$ cat config.mk
export PLATFORM = sky130hd
export DESIGN_NAME = f5_scan_sequencer
export DESIGN_NICKNAME = d
export VERILOG_FILES = /design/src/rtl/f5_scan_pkg.sv /design/src/rtl/f5_scan_settle_counter.sv /design/src/rtl/f5_scan_sequencer.sv
export SDC_FILE = /design/constraint.sdc
export NUM_CORES = 1
export LEC_CHECK = 0
export CORE_ASPECT_RATIO = 0.9
export CORE_MARGIN = 2
export CORE_UTILIZATION = 46
export CTS_CLUSTER_SIZE = 24
export DETAILED_ROUTE_END_ITERATION = 7
export PLACE_DENSITY = 0.79
export SLEW_MARGIN = 5
export SYNTH_ARGS = -nofsm -noshare
export SYNTH_HDL_FRONTEND = slang
export SYNTH_SLANG_ARGS = --single-unit
$ cat constraint.sdc
create_clock -name clk -period 1.6 [get_ports clk]
set_clock_uncertainty 0.2 [all_clocks]
set_input_delay 0.32 -clock clk [delete_from_list [all_inputs] [get_ports clk]]
set_output_delay 0.32 -clock clk [all_outputs]
set_load 0.01 [all_outputs]
$ cat src/rtl/f5_scan_pkg.sv
// Shared definitions for the f5 truth-table scan sequencer: FSM state
// encodings, minterm count and derived widths.
package f5_scan_pkg;

  typedef enum logic [1:0] {
    ST_IDLE   = 2'd0,
    ST_SETTLE = 2'd1,
    ST_SAMPLE = 2'd2,
    ST_DONE   = 2'd3
  } scan_state_e;

  localparam int NUM_MINTERMS = 4;
  localparam int MINTERM_W    = $clog2(NUM_MINTERMS);
  localparam int CNT_W        = 4;

endpackage

$ cat src/rtl/f5_scan_settle_counter.sv
// Settle-time counter: counts cycles while enabled and flags the cycle in
// which SETTLE-1 has been reached, so the sequencer knows the operands have
// been stable long enough to sample.
module settle_counter
  import f5_scan_pkg::*;
#(
  parameter int unsigned SETTLE = 1
) (
  input  logic clk,
  input  logic rst_n,
  input  logic clr,
  input  logic en,
  output logic tc
);

  logic [CNT_W-1:0] cnt;

  // Clear has priority over counting so a new minterm always starts from zero.
  always_ff @(posedge clk or negedge rst_n) begin
    if (!rst_n) begin
      cnt <= '0;
    end else if (clr) begin
      cnt <= '0;
    end else if (en) begin
      cnt <= cnt + CNT_W'(1);
    end
  end

  assign tc = (cnt == CNT_W'(SETTLE - 1));

endmodule

$ cat src/rtl/f5_scan_sequencer.sv
// Walks the two-input minterms 00,01,10,11 through two f5 implementations,
// holds each operand pair for SETTLE cycles, samples both results into
// truth tables and flags any disagreement when the scan completes.
module f5_scan_sequencer
  import f5_scan_pkg::*;
#(
  parameter int unsigned SETTLE = 1
) (
  input  logic                    clk,
  input  logic                    rst_n,
  input  logic                    start,
  input  logic                    res_a,
  input  logic                    res_b,
  output logic                    x,
  output logic                    y,
  output logic                    busy,
  output logic                    done,
  output logic [NUM_MINTERMS-1:0] table_a,
  output logic [NUM_MINTERMS-1:0] table_b,
  output logic                    mismatch
);

  scan_state_e             state, state_nxt;
  logic [MINTERM_W-1:0]    m, m_nxt;
  logic [NUM_MINTERMS-1:0] ta_nxt, tb_nxt;
  logic                    mm_nxt;
  logic                    cnt_clr, cnt_en, cnt_tc;

  settle_counter #(
    .SETTLE (SETTLE)
  ) u_settle_counter (
    .clk   (clk),
    .rst_n (rst_n),
    .clr   (cnt_clr),
    .en    (cnt_en),
    .tc    (cnt_tc)
  );

  // Next-state, minterm advance, table capture and counter control.
  always_comb begin
    state_nxt = state;
    m_nxt     = m;
    ta_nxt    = table_a;
    tb_nxt    = table_b;
    mm_nxt    = mismatch;
    cnt_clr   = 1'b0;
    cnt_en    = 1'b0;
    case (state)
      ST_IDLE: begin
        if (start) begin
          state_nxt = ST_SETTLE;
          m_nxt     = '0;
          ta_nxt    = '0;
          tb_nxt    = '0;
          mm_nxt    = 1'b0;
          cnt_clr   = 1'b1;
        end
      end
      ST_SETTLE: begin
        cnt_en = 1'b1;
        if (cnt_tc) begin
          state_nxt = ST_SAMPLE;
        end
      end
      ST_SAMPLE: begin
        ta_nxt[m] = res_a;
        tb_nxt[m] = res_b;
        cnt_clr   = 1'b1;
        if (m == MINTERM_W'(NUM_MINTERMS - 1)) begin
          state_nxt = ST_DONE;
          // Compare the completed tables (including the bit captured on this
          // edge) so mismatch is already valid while done is high.
          mm_nxt    = |(ta_nxt ^ tb_nxt);
        end else begin
          state_nxt = ST_SETTLE;
          m_nxt     = m + MINTERM_W'(1);
        end
      end
      ST_DONE: begin
        state_nxt = ST_IDLE;
      end
      default: begin
        state_nxt = ST_IDLE;
      end
    endcase
  end

  // State, minterm index and result registers; all cleared by reset.
  always_ff @(posedge clk or negedge rst_n) begin
    if (!rst_n) begin
      state    <= ST_IDLE;
      m        <= '0;
      table_a  <= '0;
      table_b  <= '0;
      mismatch <= 1'b0;
    end else begin
      state    <= state_nxt;
      m        <= m_nxt;
      table_a  <= ta_nxt;
      table_b  <= tb_nxt;
      mismatch <= mm_nxt;
    end
  end

  assign x    = m[1];
  assign y    = m[0];
  assign busy = (state == ST_SETTLE) || (state == ST_SAMPLE);
  assign done = (state == ST_DONE);

endmodule

; ---- Yosys cells after proc, flatten, opt, wreduce, memory -nomap -nowiden
; Cells that the tools add are included.
[totals]
regBits = 17
latchBits = 0
ram_bits = 0
rom_bits = 0
in_bits = 5
memories = 0
[classes]
n_addsub = 2
multipliers = 0
n_div = 0
magnitude_cmp = 2
eq_ne = 8
n_shift = 0
muxes = 22
bitwise_logic = 1
reduce_logical = 11
[op_table]
columns = cell, count
row1 = case mux 4 bit (2 select lines), 2
row2 = two-way mux 4 bit, 3
row3 = two-way mux 2 bit, 5
row4 = bitwise mux 4 bit, 2
row5 = "!= test 2 bit, second input constant", 4
row6 = case mux 2 bit (4 select lines), 1
row7 = "== test 2 bit, second input constant", 3
row8 = AND reduction 3 bit, 2
row9 = two-way mux 1 bit, 5
row10 = "adder 4 x 1 -> 4 bit, second input constant", 1
row11 = zero test 4 bit, 1
row12 = case mux 1 bit (2 select lines), 2
row13 = case mux 2 bit (2 select lines), 1
row14 = AND reduction 2 bit, 2
row15 = nonzero test 2 bit, 2
row16 = OR reduction 4 bit, 1
row17 = XOR 4 bit, 1
row18 = "< comparator 2 x 3 -> 1 bit, second input constant", 1
row19 = "adder 2 x 1 -> 2 bit, second input constant", 1
row20 = demux 1 bit (select 2 bit), 1
row21 = "== test 2 x 1 -> 1 bit, second input constant", 1
row22 = "greater-or-equal comparator 2 x 1 -> 1 bit, second input constant", 1
row23 = zero test 2 bit, 1
row24 = logical AND 1 bit, 1
row25 = logical OR 1 bit, 1

; ---- Depth between registers and ports, before layout
[depth]
ltp_word = 9
depth_mapped = 7

; ---- Modules after synthesis
; Synthesis repeated with hierarchy kept, for this count alone.
[unflattened]
hier_cells = 127
area_unflattened_um2 = 1213.7
[by_module_without_submodules]
columns = mod, n_inst, cells_each, area_each_um2, seq_area_each_um2
row1 = f5_scan_sequencer, 1, 107, 993.5, 325.3
row2 = settle_counter, 1, 20, 220.2, 100.1

; ---- Least setup slack after synthesis
; No wires, ideal clock.
[synth_timing]
path_type = register -> register
start = register m[0]
end = register mismatch
setup_time_ps = 130
arrival_time_ps = 1331
setup_slack_ps = -61
path_stages_with_launch = 7
n_path_buf = 1
period_less_slack_ps = 1661
cell_sequence = dfrtp_1 > ha_1 > buf_2 > nor4_1 > o22ai_1 > nor2_1 > o31ai_1
[synth_via]
elab_chain_cells = 9
word_cells_on_any_way = 14
classes_between = order compare: 2 / eq/ne: 2 / mux: 6 / bitwise: 1 / reduce/logical: 3
[synth_rtl]
columns = element, line_no
row1 = start: declaration, f5_scan_sequencer.sv:24  ; logic [MINTERM_W-1:0] m, m_nxt;
row2 = start signal: assignment, f5_scan_sequencer.sv:98  ; m <= m_nxt;
row3 = < comparator 2 x 3 -> 1 bit (not written as such) / greater-or-equal comparator 2 x 1 -> 1 bit (equally long branches), "f5_scan_sequencer.sv:66, f5_scan_sequencer.sv:67"
row4 = logical AND 1 bit (not written as such), "f5_scan_sequencer.sv:66, f5_scan_sequencer.sv:67"
row5 = two-way mux 1 bit (not written as such), "f5_scan_sequencer.sv:66, f5_scan_sequencer.sv:67"
row6 = demux 1 bit (select 2 bit), "f5_scan_sequencer.sv:66, f5_scan_sequencer.sv:67"
row7 = bitwise mux 4 bit (on tied branches), "f5_scan_sequencer.sv:66, f5_scan_sequencer.sv:67"
row8 = XOR 4 bit, f5_scan_sequencer.sv:73  ; mm_nxt = |(ta_nxt ^ tb_nxt);
row9 = OR reduction 4 bit, f5_scan_sequencer.sv:73
row10 = two-way mux 1 bit, f5_scan_sequencer.sv:69  ; if (m == MINTERM_W'(NUM_MINTERMS - 1)) begin
row11 = case mux 1 bit (2 select lines), f5_scan_sequencer.sv:48  ; case (state)
row12 = end signal: assignment, f5_scan_sequencer.sv:101  ; mismatch <= mm_nxt;
row13 = end: declaration, f5_scan_sequencer.sv:20  ; output logic mismatch
; Parallel ways exist; a longest one is shown, timed or not. The select of a mux whose other input is x is not followed.
; A chain may end at the register's enable or synchronous reset.

; ---- Worst setup path in the final report
[layout_timing]
start = register u_settle_counter.cnt[0]
end = register state[1]
[layout_via]
elab_chain_cells = 3
[layout_rtl]
columns = element, line_no
row1 = start: declaration, f5_scan_settle_counter.sv:16  ; logic [CNT_W-1:0] cnt;
row2 = start signal: assignment, f5_scan_settle_counter.sv:25  ; cnt <= cnt + CNT_W'(1);
row3 = zero test 4 bit, f5_scan_settle_counter.sv:29  ; assign tc = (cnt == CNT_W'(SETTLE - 1));
row4 = != test 2 bit (no source line), n/a
row5 = AND reduction 2 bit (no source line), n/a
row6 = end signal: assignment, f5_scan_sequencer.sv:97  ; state <= state_nxt;
row7 = end: declaration, f5_scan_sequencer.sv:23  ; scan_state_e state, state_nxt;
; No other way between the ends.

==> results_dict.tcl <==
set metrics [dict create \
    period_share 1.04 \
    status "finished with violations" \
    clk_pin_slew_ns 0.10 \
    drive_above_1_share 0.386 \
    synth_area_leaders "dfrtp_1, ha_1, mux2i_1, o21ai_0, nand2_1" \
    cts-root-buf "clkbuf_4" \
    synth_top_area_cell "dfrtp_1" \
    layout_commonest_cell "buf_4" \
    grt_start_max_net_pins 18 \
    routed_wirelength_um 2640 \
    r2r_start "u_settle_counter.cnt[0]" \
    io_pins 18 \
    drt_iter0_markers 23 \
    top_layer_used "met4" \
    worst_pin_slew_ns 0.248 \
    core-area_mm2 0.00212 \
    power_mw 3.05 \
    cellLeakagePower_nw 0.752 \
    grt_pass1_vias 973 \
    cts_tree "built" \
    fin_cells 180 \
    wl_per_cell_um 14.7 \
    synth-async-reset-ratio 1.00 \
    setup-violations-final 4 \
    place.gp.congestion 0.809 \
    rows 16 \
    holdCritPathClass "primary input to asynchronous set/reset pin" \
    cp_max_fo 4 \
    vias 930 \
    ir_worst_vdd_mv 1.10 \
    met3_length_um 109 \
    timing.final.crit_period_ns 1.67 \
    cap_violations 0 \
    start_util 0.475 \
    rsz0062_at_grt "yes" \
    final_cell_mix "buf_4, nand2_1, dfrtp_1" \
    worstSetupStartpointType "flop" \
    mappedNetlistArea_mm2 0.00101 \
    wl_met2_um 1330 \
    ant_nets 0 \
    synth_nets 121 \
    fmax_mhz 599 \
    cts_sinks 17 \
    grt_usage 0.225 \
    wl_met1_um 1130 \
    ctsHtreeMaxLevel 1 \
    crit_start "u_settle_counter.cnt[0]" \
    yosysUniqueCellTypes 24 \
    die_h_um 48.4 \
    drc 0 \
    grt_pass1_wl_um 4290 \
    area_growth_pct 57.9 \
    maxSlewHeadroom 0.834 \
    clkLatencyLatePin_ns 0.29 \
    endpoint_kind "flop" \
    power_density_mw_per_mm2 1910 \
    synth.top_cell.area_share 0.422 \
    synth_edf_count 0 \
    cp.required_ns 1.62 \
    final_area_mm2 0.00159 \
    ys_ff_latch 17 \
    cts_buffers 3 \
    clockBufferDepth 2 \
    nNetsFinal 170 \
    post-dp-hpwl_um 1750 \
    yosysWarnings 0 \
    worst_slack_ns -0.0703 \
    dp.cells 164 \
    final_util 0.751 \
    die-area_mm2 0.00258 \
    grt.overflow.total 0 \
    ctsHoldBuffers 0 \
    port_buffers 17 \
    violations "negative setup slack" \
    vias_per_cell 5.17 \
    seq_area_frac_synth 0.422 \
    antenna_found_initial 0 \
    arrival_ns 1.69 \
    syn_avg_cell_area_um2 9.60 \
    hold_viol 0 \
    antenna_cells 0 \
    synthCells 105 \
    critical_path_class "flop to flop" \
    ys.flop_type "dfrtp_1" \
    placed_cell_area_mm2 0.00134 \
    first_pass_iters 4 \
    die_w_um 53.4 \
    slew_viol_final 0 \
]
[critical path, stage by stage, from the launching register on]
cell and delay [ns]:
dfrtp_1 0.39, inv_1 0.06, ha_1 0.12, or3b_4 0.38, a21oi_4 0.21, a21oi_2 0.08, a31oi_1 0.15
[synthesized netlist by cell type (2+ instances only)]
library cell  count
ha_1             11
o21ai_0          14
and2_1            2
xor2_1            2
buf_2             2
nor2_1            6
xnor2_1           5
inv_1             7
nand2_1          15
dfrtp_1          17
o22ai_1           2
a21oi_1           2
mux2i_1           9
[through the flow]
| step | setup TNS [ns] | hold slack, ns | setup WS, ns |
|---|---|---|---|
| 3_3_place_gp | -1.61 | 0.304 | -0.137 |
| 4_1_cts | -0.367 | 0.149 | -0.0706 |
| 5_1_grt | -0.503 | 0.154 | -0.158 |
| 6_report | -0.167 | 0.142 | -0.0703 |
| 2_1_floorplan | 0 | -0.176 | 0.00221 |
| 3_5_place_dp | -2.33 | 0.299 | -0.202 |
[sequential cells by signal, indices dropped and copies added (netlist names)]
name and count:
table_a 4, mismatch 1, u_settle_counter.cnt 4, table_b 4, m 2, state 2
[path summary, 6_finish.rpt]
check,slack (ns),depth (start not counted),endpoint
max in group asynchronous,0.85,2,m[0]
setup reg to reg,-0.07,6,state[1]
setup / recovery,-0.07,6,state[1]
hold reg to reg,0.32,2,mismatch
hold / removal,0.14,2,m[1]
min in group clk,0.32,2,mismatch
[routing by layer]
layer | vias to the layer above | track usage
met3 | 11 | 0.0679
met4 | 0 | 0.0855
met2 | 24 | 0.372
met1 | 444 | 0.267
li1 | 451 | -
met5 | - | 0
[final cells by class]
cell class	count	area (um^2)
Clock buffer	3	22.5
Clock inverter	1	5.00
Fill cell	150	529
Inverter	7	28.8
Multi-Input combinational cell	78	676
Sequential cell	17	428
Tap cell	27	33.8
Timing Repair Buffer	47	399
[what timing repair did]
| action | 4_1_cts | 5_1_grt |
|---|---|---|
| pin swaps | 6 | 5 |
| endpoints found under the hold margin | 0 | 0 |
| setup buffers | 9 | 3 |
| endpoints found under the setup margin | 25 | 19 |
| resized for setup | 32 | 38 |
[cells by family after synthesis]
family          after synthesis  share of synthesized area
xor+xnor                      7                     0.0608
compound gates               22                      0.123
flops                        17                      0.422
mux                           9                     0.0893
fa+ha+maj                    11                      0.136
simple gates                 29                      0.129
buf+inv                      10                     0.0397
[where the power goes]
part           internal (mW)  switching [mW]
Sequential             0.578           0.101
Combinational           1.11            1.03
Clock                 0.0931           0.138
Note: power is estimated with default switching activity, not from simulation.
